### src/rtl/mem_write_monitor.sv
// mem_write_monitor: checks processor stores against a small table of expected
// {address, data} writes, either in index order or in any order, with optional timeout.
module mem_write_monitor #(
  parameter int WIDTH   = 32,
  parameter int DEPTH   = 4,
  parameter int TO_W    = 16,
  parameter int ORDERED = 1,
  localparam int CW     = $clog2(DEPTH) + 1,
  localparam int IW     = (DEPTH > 1) ? $clog2(DEPTH) : 1
) (
  input  logic             clk,
  input  logic             reset,
  input  logic             cfg_we,
  input  logic [IW-1:0]    cfg_idx,
  input  logic [WIDTH-1:0] cfg_adr,
  input  logic [WIDTH-1:0] cfg_data,
  input  logic [CW-1:0]    cfg_count,
  input  logic [TO_W-1:0]  timeout_lim,
  input  logic             start,
  input  logic             MemWrite,
  input  logic [WIDTH-1:0] DataAdr,
  input  logic [WIDTH-1:0] WriteData,
  output logic             busy,
  output logic             pass,
  output logic             fail,
  output logic             done,
  output logic [CW-1:0]    match_cnt,
  output logic [1:0]       fail_code
);

  typedef enum logic [1:0] {IDLE, ARMED, PASS, FAIL} state_t;

  localparam logic [CW-1:0] DEPTH_C = CW'(DEPTH);

  state_t           state_q, state_d;
  logic [WIDTH-1:0] adr_q  [DEPTH];
  logic [WIDTH-1:0] data_q [DEPTH];
  logic [DEPTH-1:0] matched_q;
  logic [CW-1:0]    match_cnt_q;
  logic [CW-1:0]    count_q;
  logic [CW-1:0]    cnt_clamped;
  logic [TO_W-1:0]  lim_q;
  logic [TO_W-1:0]  cyc_q;
  logic [1:0]       fail_code_q, code_d;

  logic             cur_adr_hit, cur_data_hit, later_hit;
  logic             free_hit, free_adr_hit;
  logic [IW-1:0]    free_idx;
  logic             hit_match, hit_fail_data, hit_fail_order;
  logic [IW-1:0]    hit_idx;
  logic             completing, timed_out;

  assign cnt_clamped = (cfg_count > DEPTH_C) ? DEPTH_C : cfg_count;
  assign completing  = hit_match && ((match_cnt_q + CW'(1)) == count_q);
  assign timed_out   = (lim_q != '0) && (cyc_q == (lim_q - TO_W'(1)));

  // The table is only rewritable while idle, so it never changes under an armed check.
  always_ff @(posedge clk) begin
    if (state_q == IDLE && cfg_we) begin
      adr_q[cfg_idx]  <= cfg_adr;
      data_q[cfg_idx] <= cfg_data;
    end
  end

  // Scan downward so the lowest qualifying unmatched index wins free_idx.
  always_comb begin
    cur_adr_hit  = 1'b0;
    cur_data_hit = 1'b0;
    later_hit    = 1'b0;
    free_hit     = 1'b0;
    free_adr_hit = 1'b0;
    free_idx     = '0;
    for (int j = DEPTH - 1; j >= 0; j--) begin
      if ((CW'(j) < count_q) && (adr_q[j] == DataAdr)) begin
        if (CW'(j) == match_cnt_q) begin
          cur_adr_hit  = 1'b1;
          cur_data_hit = (data_q[j] == WriteData);
        end
        if (CW'(j) > match_cnt_q) begin
          later_hit = 1'b1;
        end
        if (!matched_q[j]) begin
          free_adr_hit = 1'b1;
          if (data_q[j] == WriteData) begin
            free_hit = 1'b1;
            free_idx = IW'(j);
          end
        end
      end
    end
  end

  always_comb begin
    hit_match      = 1'b0;
    hit_fail_data  = 1'b0;
    hit_fail_order = 1'b0;
    hit_idx        = '0;
    if (MemWrite) begin
      if (ORDERED != 0) begin
        hit_match      = cur_adr_hit && cur_data_hit;
        hit_fail_data  = cur_adr_hit && !cur_data_hit;
        hit_fail_order = !cur_adr_hit && later_hit;
        hit_idx        = match_cnt_q[IW-1:0];
      end else begin
        hit_match     = free_hit;
        hit_fail_data = !free_hit && free_adr_hit;
        hit_idx       = free_idx;
      end
    end
  end

  always_ff @(posedge clk) begin
    if (!reset) begin
      state_q <= IDLE;
    end else begin
      state_q <= state_d;
    end
  end

  // A completing match beats any failure raised in the same cycle.
  always_comb begin
    state_d = state_q;
    code_d  = fail_code_q;
    unique case (state_q)
      ARMED: begin
        if (completing) begin
          state_d = PASS;
        end else if (hit_fail_data) begin
          state_d = FAIL;
          code_d  = 2'b10;
        end else if (hit_fail_order) begin
          state_d = FAIL;
          code_d  = 2'b11;
        end else if (timed_out) begin
          state_d = FAIL;
          code_d  = 2'b01;
        end
      end
      default: begin
        if (start) begin
          state_d = (cnt_clamped == '0) ? PASS : ARMED;
          code_d  = 2'b00;
        end
      end
    endcase
  end

  always_ff @(posedge clk) begin
    if (!reset) begin
      match_cnt_q <= '0;
      matched_q   <= '0;
      cyc_q       <= '0;
      fail_code_q <= 2'b00;
      count_q     <= '0;
      lim_q       <= '0;
    end else begin
      fail_code_q <= code_d;
      if (state_q != ARMED) begin
        if (start) begin
          match_cnt_q <= '0;
          matched_q   <= '0;
          cyc_q       <= '0;
          count_q     <= cnt_clamped;
          lim_q       <= timeout_lim;
        end
      end else begin
        if (cyc_q != '1) begin
          cyc_q <= cyc_q + TO_W'(1);
        end
        if (hit_match) begin
          match_cnt_q        <= match_cnt_q + CW'(1);
          matched_q[hit_idx] <= 1'b1;
        end
      end
    end
  end

  always_comb begin
    busy = (state_q == ARMED);
    pass = (state_q == PASS);
    fail = (state_q == FAIL);
    done = (state_q == PASS) || (state_q == FAIL);
  end

  assign match_cnt = match_cnt_q;
  assign fail_code = fail_code_q;

endmodule

### config.mk
export PLATFORM = sky130hd
export DESIGN_NAME = mem_write_monitor
export DESIGN_NICKNAME = d
export VERILOG_FILES = /design/src/rtl/mem_write_monitor.sv
export SDC_FILE = /design/constraint.sdc
export NUM_CORES = 1
export LEC_CHECK = 0
export ABC_AREA = 0
export BUFFER_PORTS_ARGS = -buffer_cell sky130_fd_sc_hd__buf_2
export CAP_MARGIN = 20
export CORE_MARGIN = 2
export CORE_UTILIZATION = 38
export DETAILED_ROUTE_END_ITERATION = 12
export PLACE_DENSITY = 0.65
export SYNTH_ARGS = -nofsm -noshare
export SYNTH_HDL_FRONTEND = slang
export SYNTH_SLANG_ARGS = --single-unit
export TNS_END_PERCENT = 5
### constraint.sdc
create_clock -name clk -period 8.9 [get_ports clk]
set_clock_uncertainty 0.1 [all_clocks]
set_input_delay 1.78 -clock clk [delete_from_list [all_inputs] [get_ports clk]]
set_output_delay 1.78 -clock clk [all_outputs]
set_load 0.01 [all_outputs]
==> reports/qor.csv <==
metric,value,unit
ant_nets,0,
final_cell_mix,"256 x edfxtp_1, 234 x xnor2_1, 162 x buf_2",
timing.rr.start,adr_q[3][5],
die_w,197,um
grt_first_pass_wirelength,55200,um
die_area,38700,um^2
cp-end-kind,flip-flop,
maxSlewHeadroom,28.7,%
clockBufferDepth,3,
overflow,0,
synthCells,1117,
drt_iter0_markers,738,
p_leak,0.00541,uW
ys_async_sr_fraction,0,%
outcome,completed,
rrSetupSlack,5.70,ns
maxSlewViolCount,0,
min_from,lim_q[1],
start_util,38.5,%
grt_pass1_vias,8933,
port_buffers,162,
arrival,4.52,ns
first_pass_iters,5,
vias,9159,
grtUsageTotal,19.4,%
synthesis.area,14100,um^2
synth_edf_count,256,
path_class,input port to flip-flop,
grt_start_max_net_pins,65,
min_to,lim_q[1],
cts_setup_buffers,0,
holdWs,0.418,ns
ff2ff_path_depth,9,
ir_drop,0.141,mV
power.total,3280,uW
cts_resized,0,
fmax,239,MHz
min_period,4.19,ns
critPathMaxFanout,5,
finalSetupViolations,0,
rr_endpoint,fail_code[1],
power_density,200,nW/um^2
startpoint_type,input port,
hold_viol_final,0,
path_clk_slew,0.06,ns
tightest_slew,1.07,ns
via_per_inst,5.21,
fillers,3355,
cap_violations,0,
core,36600,um^2
synth_fp_nets,1277,
rows,70,
period_share,47.0,%
clk_latency,0.54,ns
htree_levels,2,
routed_wl,37300,um
clock-sinks,298,
layout_commonest_cell,edfxtp_1,
ys_seq_area_share,60.4,%
postSynthAreaPerCell,12.6,um^2
fp.dieH,197,um
ys_ff_latch,298,
hold_buffers,0,
synth_ff_type,edfxtp_1,
cts-buffers-inserted,34,
drive_above_1_share,17.9,%
cts_tree,done,
tns,0,ns
pin_count,163,
final_nets,1420,
ys_types,69,
required,9.23,ns
cts_root_buf,clkbuf_16,
antenna_found_initial,6,
hold_class,flip-flop to flip-flop,
yosys_warnings,0,
place_congestion,0.909,
rsz0062_at_grt,no,
hold_depth,2,
hpwl,27400,um
wl_per_cell,21.2,um
area_delta_synth_final,16.4,%
drc,0,
area by class of cell:
type	count	area [um^2]	share of cell area, %
sequential	298	8530	51.9
timing repair buffer	168	856	5.21
multi-input combinational	743	5300	32.3
inverter	15	56.3	0.343
clock buffer	46	927	5.65
antenna	6	15.0	0.0914
clock inverter	14	153	0.930
tap	468	586	3.57
cell usage after synthesis, types with 5 or more instances:
| cell type | count | area, um^2 |
|---|---|---|
| nor2_1 | 28 | 105 |
| o21ai_0 | 15 | 75.1 |
| or3_1 | 6 | 37.5 |
| nand2b_1 | 38 | 238 |
| buf_2 | 7 | 35.0 |
| nor3b_1 | 10 | 75.1 |
| nor4_1 | 27 | 169 |
| inv_1 | 15 | 56.3 |
| nor2b_1 | 14 | 87.6 |
| a21boi_0 | 21 | 158 |
| nor3_1 | 21 | 105 |
| mux2i_1 | 5 | 50.1 |
| and2_1 | 12 | 75.1 |
| xnor2_1 | 234 | 2050 |
| and3_1 | 11 | 68.8 |
| nand4_1 | 84 | 526 |
| edfxtp_1 | 256 | 7690 |
| ha_1 | 6 | 75.1 |
| a21oi_1 | 11 | 55.1 |
| xor2_1 | 29 | 254 |
| a31oi_1 | 6 | 37.5 |
| nand3_1 | 18 | 90.1 |
| nand2_1 | 73 | 274 |
| dfxtp_1 | 42 | 841 |
| clkbuf_1 | 52 | 195 |
layer usage:
| layer | share of wire (%) | GRT usage [%] | routed length, um |
|---|---|---|---|
| met1 | 45 | 27.0 | 16600 |
| met2 | 46 | 30.4 | 17200 |
| met3 | 6.9 | 3.95 | 2560 |
| met4 | 2.2 | 6.04 | 819 |
| met5 | 0.072 | 0 | 27 |
sequential cells by signal, indices dropped and copies added, names as in the netlist:
name	cells
lim_q	16
fail_code	2
adr_q	128
cyc_q	16
state_q	2
match_cnt	3
count_q	3
data_q	128
per-stage QoR:
step           cell area, um^2  util [%]  worst slack, ns  std cells
5_1_grt                  16400      44.8             4.62       1753
2_1_floorplan            14100         -             1.71       1117
6_report                 16400      44.8             4.71       1758
3_3_place_gp             15300      41.9             4.25       1692
4_1_cts                  16400      44.8             4.76       1752
3_5_place_dp             15300      41.9             4.18       1692
logic make-up after synthesis:
kind of cell / count (synthesis) / share of synthesized area (%)
AO/OA/AOI/OAI: 97 / 4.86
XOR/XNOR: 263 / 16.3
adder cells (fa/ha/maj): 6 / 0.532
buffers and inverters: 76 / 2.14
flip-flops: 298 / 60.4
multiplexers: 6 / 0.435
AND/OR/NAND/NOR: 371 / 15.3
worst max-delay path, cell delays in order:
cell      delay (ns)
buf_2           0.14
xnor2_1         0.15
nand4_1         0.24
nor4_1          0.63
nand2_1         0.26
nor4b_2         0.34
o311ai_2        0.22
o21ai_2         0.25
mux2_1          0.34
o21a_1          0.17
power by group:
group          leakage (uW)  switching (uW)  internal (uW)
sequential          0.00268            26.0           1570
combinational       0.00221             195            127
clock              0.000526             568            798
worst max path at each step:
stage / start / to / slack (ns) / cells past startpoint
finish: DataAdr[16] / fail_code[1] / 4.71 / 10
global route: DataAdr[5] / fail_code[1] / 4.62 / 10
CTS: DataAdr[5] / fail_code[1] / 4.76 / 10
detailed placement: DataAdr[5] / fail_code[1] / 4.18 / 10
global placement: DataAdr[30] / fail_code[1] / 4.25 / 10
floorplan: cfg_we / adr_q[2][0] / 1.71 / 2
(Power assumes the default switching activity.)
